File: src/rtl/fp_sched_pkg.sv
// Shared types for the FP add/sub issue scheduler: the R4 operand bundle,
// requester ids and the IEEE single unpack used on the FADD/FSUB path.
package fp_sched_pkg;

    localparam int FP_FLAGS_W = 5;

    typedef struct packed {
        logic [7:0]  exp;
        logic [46:0] mant;
        logic        sign;
        logic        is_nan;
        logic        is_zero;
    } fp_r4_num_t;

    typedef struct packed {
        fp_r4_num_t  num1;
        logic [31:0] num2;
        logic        add_sub;
        logic [2:0]  rm;
    } fp_r4_op_t;

    typedef enum logic {
        SRC_FMA = 1'b0,
        SRC_ADD = 1'b1
    } src_e;

    // Zero detection is left to the datapath, so is_zero is never asserted here.
    function automatic fp_r4_op_t unpack_ieee(input logic [31:0] n1,
                                              input logic [31:0] n2,
                                              input logic        sub,
                                              input logic [2:0]  rm);
        fp_r4_op_t op;
        op.num1.exp     = n1[30:23];
        op.num1.mant    = {n1[22:0], 24'b0};
        op.num1.sign    = n1[31];
        op.num1.is_nan  = (n1[30:23] == 8'hFF) && (n1[22:0] != 23'd0);
        op.num1.is_zero = 1'b0;
        op.num2         = n2;
        op.add_sub      = sub;
        op.rm           = rm;
        return op;
    endfunction

endpackage

File: src/rtl/fp_sched_tracker.sv
// LAT-deep {valid, src, tag} shift register that follows operations through
// the datapath; it advances only while the datapath is enabled.
module fp_sched_tracker
    import fp_sched_pkg::*;
#(
    parameter int LAT  = 3,
    parameter int ID_W = 5
) (
    input  logic            clk,
    input  logic            reset,
    input  logic            en,
    input  logic            flush,
    input  logic            in_valid,
    input  src_e            in_src,
    input  logic [ID_W-1:0] in_tag,
    output logic            out_valid,
    output src_e            out_src,
    output logic [ID_W-1:0] out_tag,
    output logic            busy
);

    logic [LAT-1:0]           valid_q, valid_d;
    logic [LAT-1:0]           src_q, src_d;
    logic [LAT-1:0][ID_W-1:0] tag_q, tag_d;

    always_comb begin
        // NOTE: every target gets a default first so no path leaves a latch.
        valid_d = valid_q;
        src_d   = src_q;
        tag_d   = tag_q;
        if (en) begin
            valid_d[0] = in_valid;
            src_d[0]   = in_src;
            tag_d[0]   = in_tag;
            for (int i = 1; i < LAT; i++) begin
                valid_d[i] = valid_q[i-1];
                src_d[i]   = src_q[i-1];
                tag_d[i]   = tag_q[i-1];
            end
        end
        // A flush kills in-flight work even while the pipe is stalled.
        if (flush) valid_d = '0;
    end

    // NOTE: non-blocking assignments keep every stage sampling the old value.
    always_ff @(posedge clk) begin
        if (reset) valid_q <= '0;
        else       valid_q <= valid_d;
    end

    // NOTE: payload needs no reset; it is meaningless while its valid bit is low.
    always_ff @(posedge clk) begin
        src_q <= src_d;
        tag_q <= tag_d;
    end

    assign out_valid = valid_q[LAT-1];
    assign out_src   = src_e'(src_q[LAT-1]);
    assign out_tag   = tag_q[LAT-1];
    assign busy      = |valid_q;

endmodule

File: src/rtl/fp_addsub_sched.sv
// Issue scheduler for the shared FP add/sub datapath: arbitrates FMA addend (A)
// against FADD/FSUB (B). Define FP_SCHED_FMA_PRIO_EN for fixed A-over-B priority.
module fp_addsub_sched
    import fp_sched_pkg::*;
#(
    parameter int LAT  = 3,
    parameter int ID_W = 5
) (
    input  logic                  clk,
    input  logic                  reset,
    input  logic                  flush,
    input  logic                  a_valid,
    output logic                  a_ready,
    input  fp_r4_op_t             a_op,
    input  logic [ID_W-1:0]       a_tag,
    input  logic                  b_valid,
    output logic                  b_ready,
    input  logic [31:0]           b_num1,
    input  logic [31:0]           b_num2,
    input  logic                  b_add_sub,
    input  logic [2:0]            b_rm,
    input  logic [ID_W-1:0]       b_tag,
    output logic                  dp_en,
    output logic                  dp_valid,
    output fp_r4_op_t             dp_op,
    input  logic [31:0]           dp_res,
    input  logic [FP_FLAGS_W-1:0] dp_flags,
    output logic                  res_valid,
    input  logic                  res_ready,
    output logic                  res_src,
    output logic [ID_W-1:0]       res_tag,
    output logic [31:0]           res_data,
    output logic [FP_FLAGS_W-1:0] res_flags,
    output logic                  busy
);

    logic            grant_a, grant_b, issue;
    src_e            grant_src, trk_src;
    logic [ID_W-1:0] issue_tag;

    // A pending result that cannot leave freezes the whole pipe, bubbles included.
    assign dp_en = !(res_valid && !res_ready);

`ifdef FP_SCHED_FMA_PRIO_EN
    always_comb begin
        grant_a = a_valid;
        grant_b = b_valid && !a_valid;
    end
`else
    src_e last_grant_q, last_grant_d;

    always_comb begin
        grant_a = a_valid;
        grant_b = b_valid;
        if (a_valid && b_valid) begin
            grant_a = (last_grant_q == SRC_ADD);
            grant_b = (last_grant_q == SRC_FMA);
        end
    end

    always_comb begin
        last_grant_d = last_grant_q;
        if (issue) last_grant_d = grant_src;
    end

    // Starting from B means the first tie after reset goes to A.
    always_ff @(posedge clk) begin
        if (reset) last_grant_q <= SRC_ADD;
        else       last_grant_q <= last_grant_d;
    end
`endif

    assign a_ready   = dp_en && !flush && grant_a;
    assign b_ready   = dp_en && !flush && grant_b;
    assign issue     = (a_valid && a_ready) || (b_valid && b_ready);
    assign dp_valid  = issue;
    assign grant_src = grant_b ? SRC_ADD : SRC_FMA;
    assign issue_tag = grant_b ? b_tag : a_tag;

    always_comb begin
        dp_op = a_op;
        if (grant_b) dp_op = unpack_ieee(b_num1, b_num2, b_add_sub, b_rm);
    end

    fp_sched_tracker #(
        .LAT  (LAT),
        .ID_W (ID_W)
    ) u_tracker (
        .clk       (clk),
        .reset     (reset),
        .en        (dp_en),
        .flush     (flush),
        .in_valid  (issue),
        .in_src    (grant_src),
        .in_tag    (issue_tag),
        .out_valid (res_valid),
        .out_src   (trk_src),
        .out_tag   (res_tag),
        .busy      (busy)
    );

    assign res_src   = trk_src;
    assign res_data  = dp_res;
    assign res_flags = dp_flags;

endmodule

File: config.mk
export PLATFORM = sky130hd
export DESIGN_NAME = fp_addsub_sched
export DESIGN_NICKNAME = d
export VERILOG_FILES = /design/src/rtl/fp_sched_pkg.sv /design/src/rtl/fp_sched_tracker.sv /design/src/rtl/fp_addsub_sched.sv
export SDC_FILE = /design/constraint.sdc
export NUM_CORES = 1
export LEC_CHECK = 0
export ABC_CLOCK_PERIOD_IN_PS = 1600
export CORE_AREA = 2 2 139 141
export CTS_CLUSTER_SIZE = 40
export DETAILED_ROUTE_END_ITERATION = 10
export DIE_AREA = 0 0 141 143
export DONT_BUFFER_PORTS = 1
export GPL_ROUTABILITY_DRIVEN = 0
export GPL_TIMING_DRIVEN = 0
export SLEW_MARGIN = 20
export SYNTH_ARGS = -nofsm -noshare
export SYNTH_HDL_FRONTEND = slang
export SYNTH_SLANG_ARGS = --single-unit
File: constraint.sdc
create_clock -name clk -period 1.6 [get_ports clk]
set_clock_uncertainty 0.2 [all_clocks]
set_input_delay 0.32 -clock clk [delete_from_list [all_inputs] [get_ports clk]]
set_output_delay 0.32 -clock clk [all_outputs]
set_load 0.02 [all_outputs]
==> Flow_metrics.wiki <==
{| class="wikitable"
! Metric !! Value
|-
| Die Span Y || about 140 µm
|-
| Hold path startpoint || a_tag[3]
|-
| TritonCTS clock tree || built
|-
| Setup WS post-layout || -456.3 ps
|-
| Highest-count cells in the layout ignoring fill and taps || sky130_fd_sc_hd__mux2_4, sky130_fd_sc_hd__buf_4, sky130_fd_sc_hd__nor2b_4
|-
| Inst Count DP || roughly 440
|-
| Highest Clock Rate || slightly below 0.5 GHz
|-
| Final antenna diode count || 0
|-
| Std-Cell Rows || 50
|-
| Crit path launch type || register
|-
| Gate power share || 0.463
|-
| Mean instance size in the synthesized netlist || around 12 µm²
|-
| HPWL after detailed placement || roughly 8300 µm
|-
| Worst path top cell family by delay || buffers and inverters
|-
| Die Span X || roughly 140 µm
|-
| Count of yosys warnings during synthesis || 0
|-
| Cell chain of the critical path || a21boi_4 > buf_12 > buf_12 > buf_12 > mux2_4
|-
| Netlist area before placement || ~0.0024 mm²
|-
| Net switching power figure || between 800 and 900 µW
|-
| Signed area change from the synthesized netlist to the final layout || 46.27%
|-
| Remaining global-route overflow || 0
|-
| RSZ-0062 raised after global routing || true
|-
| Full die area || 0.02016 mm²
|-
| Clock power frac || 0.271
|-
| Final core occ || 0.1914
|-
| Largest stage delay on the critical path || ~350 ps
|-
| Switching share of power || 0.3312
|-
| Most repeated library cell on the critical path || sky130_fd_sc_hd__buf_12
|-
| Number of DRC violations after detailed-routing iteration 0 || 61
|-
| Synth Instances || slightly above 200
|-
| Status || complete, but fails checks
|-
| Min Hold Slack || 85.70 ps
|-
| Number of unique standard cell types used by synthesis || 24
|-
| Gr usage total || 0.08401
|-
| Worst R2R End || u_tracker.tag_q[4]$_DFFE_PN_
|-
| Final #Nets || ~450
|-
| Max-Slew Margin vs Limit || 0.7021
|-
| Routed Antenna Nets || 0
|-
| Clock slew at the register clock pins of the worst setup and hold paths || around 60 ps
|-
| I/O pin count || approximately 360
|-
| Count of buffer and inverter cells on the critical path || 3
|-
| Area of all placed cells without fillers || 0.003556 mm²
|-
| Register share of total power || 0.266
|-
| Transition time of the tightest slew-check pin || 445.3 ps
|-
| Crit path arrival time || 1540 ps
|-
| Internal || roughly 1700 µW
|-
| Remaining design rule violation count || 0
|-
| Placed Area || roughly 0.0028 mm²
|-
| Worst voltage drop across the vdd grid || around 320 µV
|-
| Finished Layout Cells || about 470
|-
| Wire length of the first global-routing pass || about 12000 µm
|-
| Number of cells traversed by the worst hold path || 1
|-
| Clock buffers created by TritonCTS || 3
|-
| Final worst path period share || 1.285
|-
| Shortest period the worst path allows || around 2100 ps
|-
| Lkg Pwr || 0.001509 µW
|-
| Worst reg2reg setup slack || -70 ps
|-
| Worst-path maximum fanout || 10
|-
| Cell with the largest stage delay on the worst path || sky130_fd_sc_hd__mux2_4
|-
| Core box area || approximately 0.019 mm²
|-
| Worst Hold Class || in -> reg
|-
| Number of max-slew violations in the final report || 0
|-
| Most common library cell in the layout ignoring fill and taps || sky130_fd_sc_hd__mux2_4
|-
| Critical path class || reg -> out
|-
| Share of the yosys chip area belonging to registers || 0.2553
|-
| Initial core utilization || 0.1308
|-
| Count of cells along the worst register-to-register path || 5
|-
| Count of state elements after synthesis || 22
|-
| Via count || 1799
|-
| Pin count of the biggest net entering global routing || 14
|-
| Port buffer count || 0
|-
| Worst-skew pair later-pin latency || 260 ps
|-
| Buffer depth of the longest clock path || 2
|-
| Final count of negative-setup-slack endpoints || 104
|-
| Buffer cell driving the clock tree root || sky130_fd_sc_hd__clkbuf_16
|-
| Max cap viols || 0
|-
| Syn Nets || 420
|-
| Reg-to-Reg Start || last_grant_q$_SDFFE_PP1P_
|-
| Violations in the final reports || negative setup slack
|-
| Share of layout cells above drive strength 1 || 0.8276
|-
| Final sum of negative setup slack || -35700 ps
|-
| Clock tree sinks || 22
|-
| Wire length per cell after detailed routing || 21.61 µm
|-
| Worst hold path endpoint || u_tracker.tag_q[3]$_DFFE_PN_
|-
| CTS H-tree depth || 1
|-
| Initial antenna violation count || 0
|-
| Total routed wirelength || about 10000 µm
|-
| Number of hold-slack violations in the final timing report || 0
|-
| Power density over the cells || between 700 and 800 mW/mm²
|-
| Drt via density || 3.861
|-
| Sort of element at the end of the critical path || primary output
|-
| Drt first pass iters || 4
|-
| Vias in the first global route || approximately 1800
|-
| Worst Path Required || between 1000 and 1500 ps
|}
==> worst reg2reg max path, stage by stage (launching register included) <==
cell and delay, ps:
sky130_fd_sc_hd__dfxtp_2 340, sky130_fd_sc_hd__a21boi_4 170, sky130_fd_sc_hd__buf_12 160, sky130_fd_sc_hd__buf_12 140
sky130_fd_sc_hd__buf_8 120, sky130_fd_sc_hd__mux2_4 300
==> Yosys cell counts <==
| cell | n | area share |
|---|---|---|
| sky130_fd_sc_hd__dfxtp_1 | 4 | 0.033 |
| sky130_fd_sc_hd__buf_12 | 5 | 0.041 |
| sky130_fd_sc_hd__nor2b_1 | 26 | 0.067 |
| sky130_fd_sc_hd__a21boi_2 | 1 | 0.0046 |
| sky130_fd_sc_hd__nor3_1 | 4 | 0.0082 |
| sky130_fd_sc_hd__mux2i_1 | 1 | 0.0041 |
| sky130_fd_sc_hd__a2111oi_0 | 1 | 0.0036 |
| sky130_fd_sc_hd__mux2_4 | 50 | 0.31 |
| sky130_fd_sc_hd__or3_1 | 1 | 0.0026 |
| sky130_fd_sc_hd__nor4_1 | 5 | 0.013 |
| sky130_fd_sc_hd__and2_1 | 1 | 0.0026 |
| sky130_fd_sc_hd__nor2_1 | 7 | 0.011 |
| sky130_fd_sc_hd__nand3_1 | 1 | 0.0021 |
| sky130_fd_sc_hd__inv_1 | 1 | 0.0015 |
| sky130_fd_sc_hd__nand2_1 | 1 | 0.0015 |
| sky130_fd_sc_hd__buf_4 | 42 | 0.13 |
| sky130_fd_sc_hd__nand4_1 | 3 | 0.0077 |
| sky130_fd_sc_hd__buf_6 | 2 | 0.0093 |
| sky130_fd_sc_hd__o21ai_0 | 2 | 0.0041 |
| sky130_fd_sc_hd__edfxtp_1 | 18 | 0.22 |
| sky130_fd_sc_hd__a221o_1 | 1 | 0.0041 |
| sky130_fd_sc_hd__mux2_2 | 23 | 0.11 |
| sky130_fd_sc_hd__nor2b_2 | 1 | 0.0036 |
| sky130_fd_sc_hd__buf_2 | 4 | 0.0082 |
==> worst max path at each step <==
stage | end | cells after the start | from
after global routing | dp_op[38] | 5 | last_grant_q$_SDFFE_PP1P_
after detailed placement | u_tracker.valid_q[0]$_SDFFE_PP0N_ | 3 | u_tracker.valid_q[2]$_SDFFE_PP0N_
after global placement | dp_op[86] | 4 | b_valid
final | dp_op[29] | 5 | last_grant_q$_SDFFE_PP1P_
after floorplan | u_tracker.valid_q[0]$_SDFFE_PP0N_ | 3 | u_tracker.valid_q[2]$_SDFFE_PP0N_
after CTS | dp_op[29] | 5 | last_grant_q$_SDFFE_PP1P_
==> power by group through the flow <==
stage	sequential, µW	clock (µW)	combinational [µW]
after floorplan	691	0	873
after global placement	697	0	969
after detailed placement	699	0	971
after CTS	687	725	1100
after global routing	689	752	1240
final	686	699	1190
==> metal layers <==
layer	wire length, µm	global-route usage	vias up	part of all wire
met5	0	0	-	0
met4	46	0.01211	0	0.0046
met3	1190	0.02918	4	0.12
met2	5244	0.1528	178	0.52
met1	3588	0.09742	871	0.36
li1	-	-	746	-
==> stage by stage <==
stage	setup slack, ps	power, µW
floorplan	-87.45	1564
global placement	-280.0	1666
detailed placement	-329.8	1670
CTS	-502.1	2516
global route	-521.6	2679
finish	-456.3	2580
==> area by class of cell <==
| cell class | count | area [µm²] |
|---|---|---|
| well taps | 234 | 292.8 |
| fillers | 1969 | 15020 |
| repair inverters | 3 | 22.52 |
| inverters | 1 | 7.507 |
| multi-input cells | 129 | 1677 |
| flip-flops and latches | 22 | 625.6 |
| clock buffers | 3 | 75.07 |
| clock inverters | 1 | 30.03 |
| plain buffers | 51 | 481.7 |
| repair buffers | 22 | 344.1 |
==> cell families after synthesis <==
kind of cell | synth area share
flops | 0.2553
buf+inv | 0.1899
compound gates | 0.01647
mux | 0.4195
simple gates | 0.1189
==> flip-flops by register name (all words and copies together), names as in the netlist <==
signal	count
u_tracker.out_tag	5
u_tracker.valid_q	3
u_tracker.tag_q	10
last_grant_q	1
u_tracker.src_q	3
==> what timing repair did <==
action	CTS	global route
buffers inserted	9	9
resized for setup	52	54
cloned	4	2
hold buffers	2	0
hold endpoints to repair	4	0
pin swaps	4	5
endpoints found under the setup margin	124	118
(Power assumes the default switching activity.)
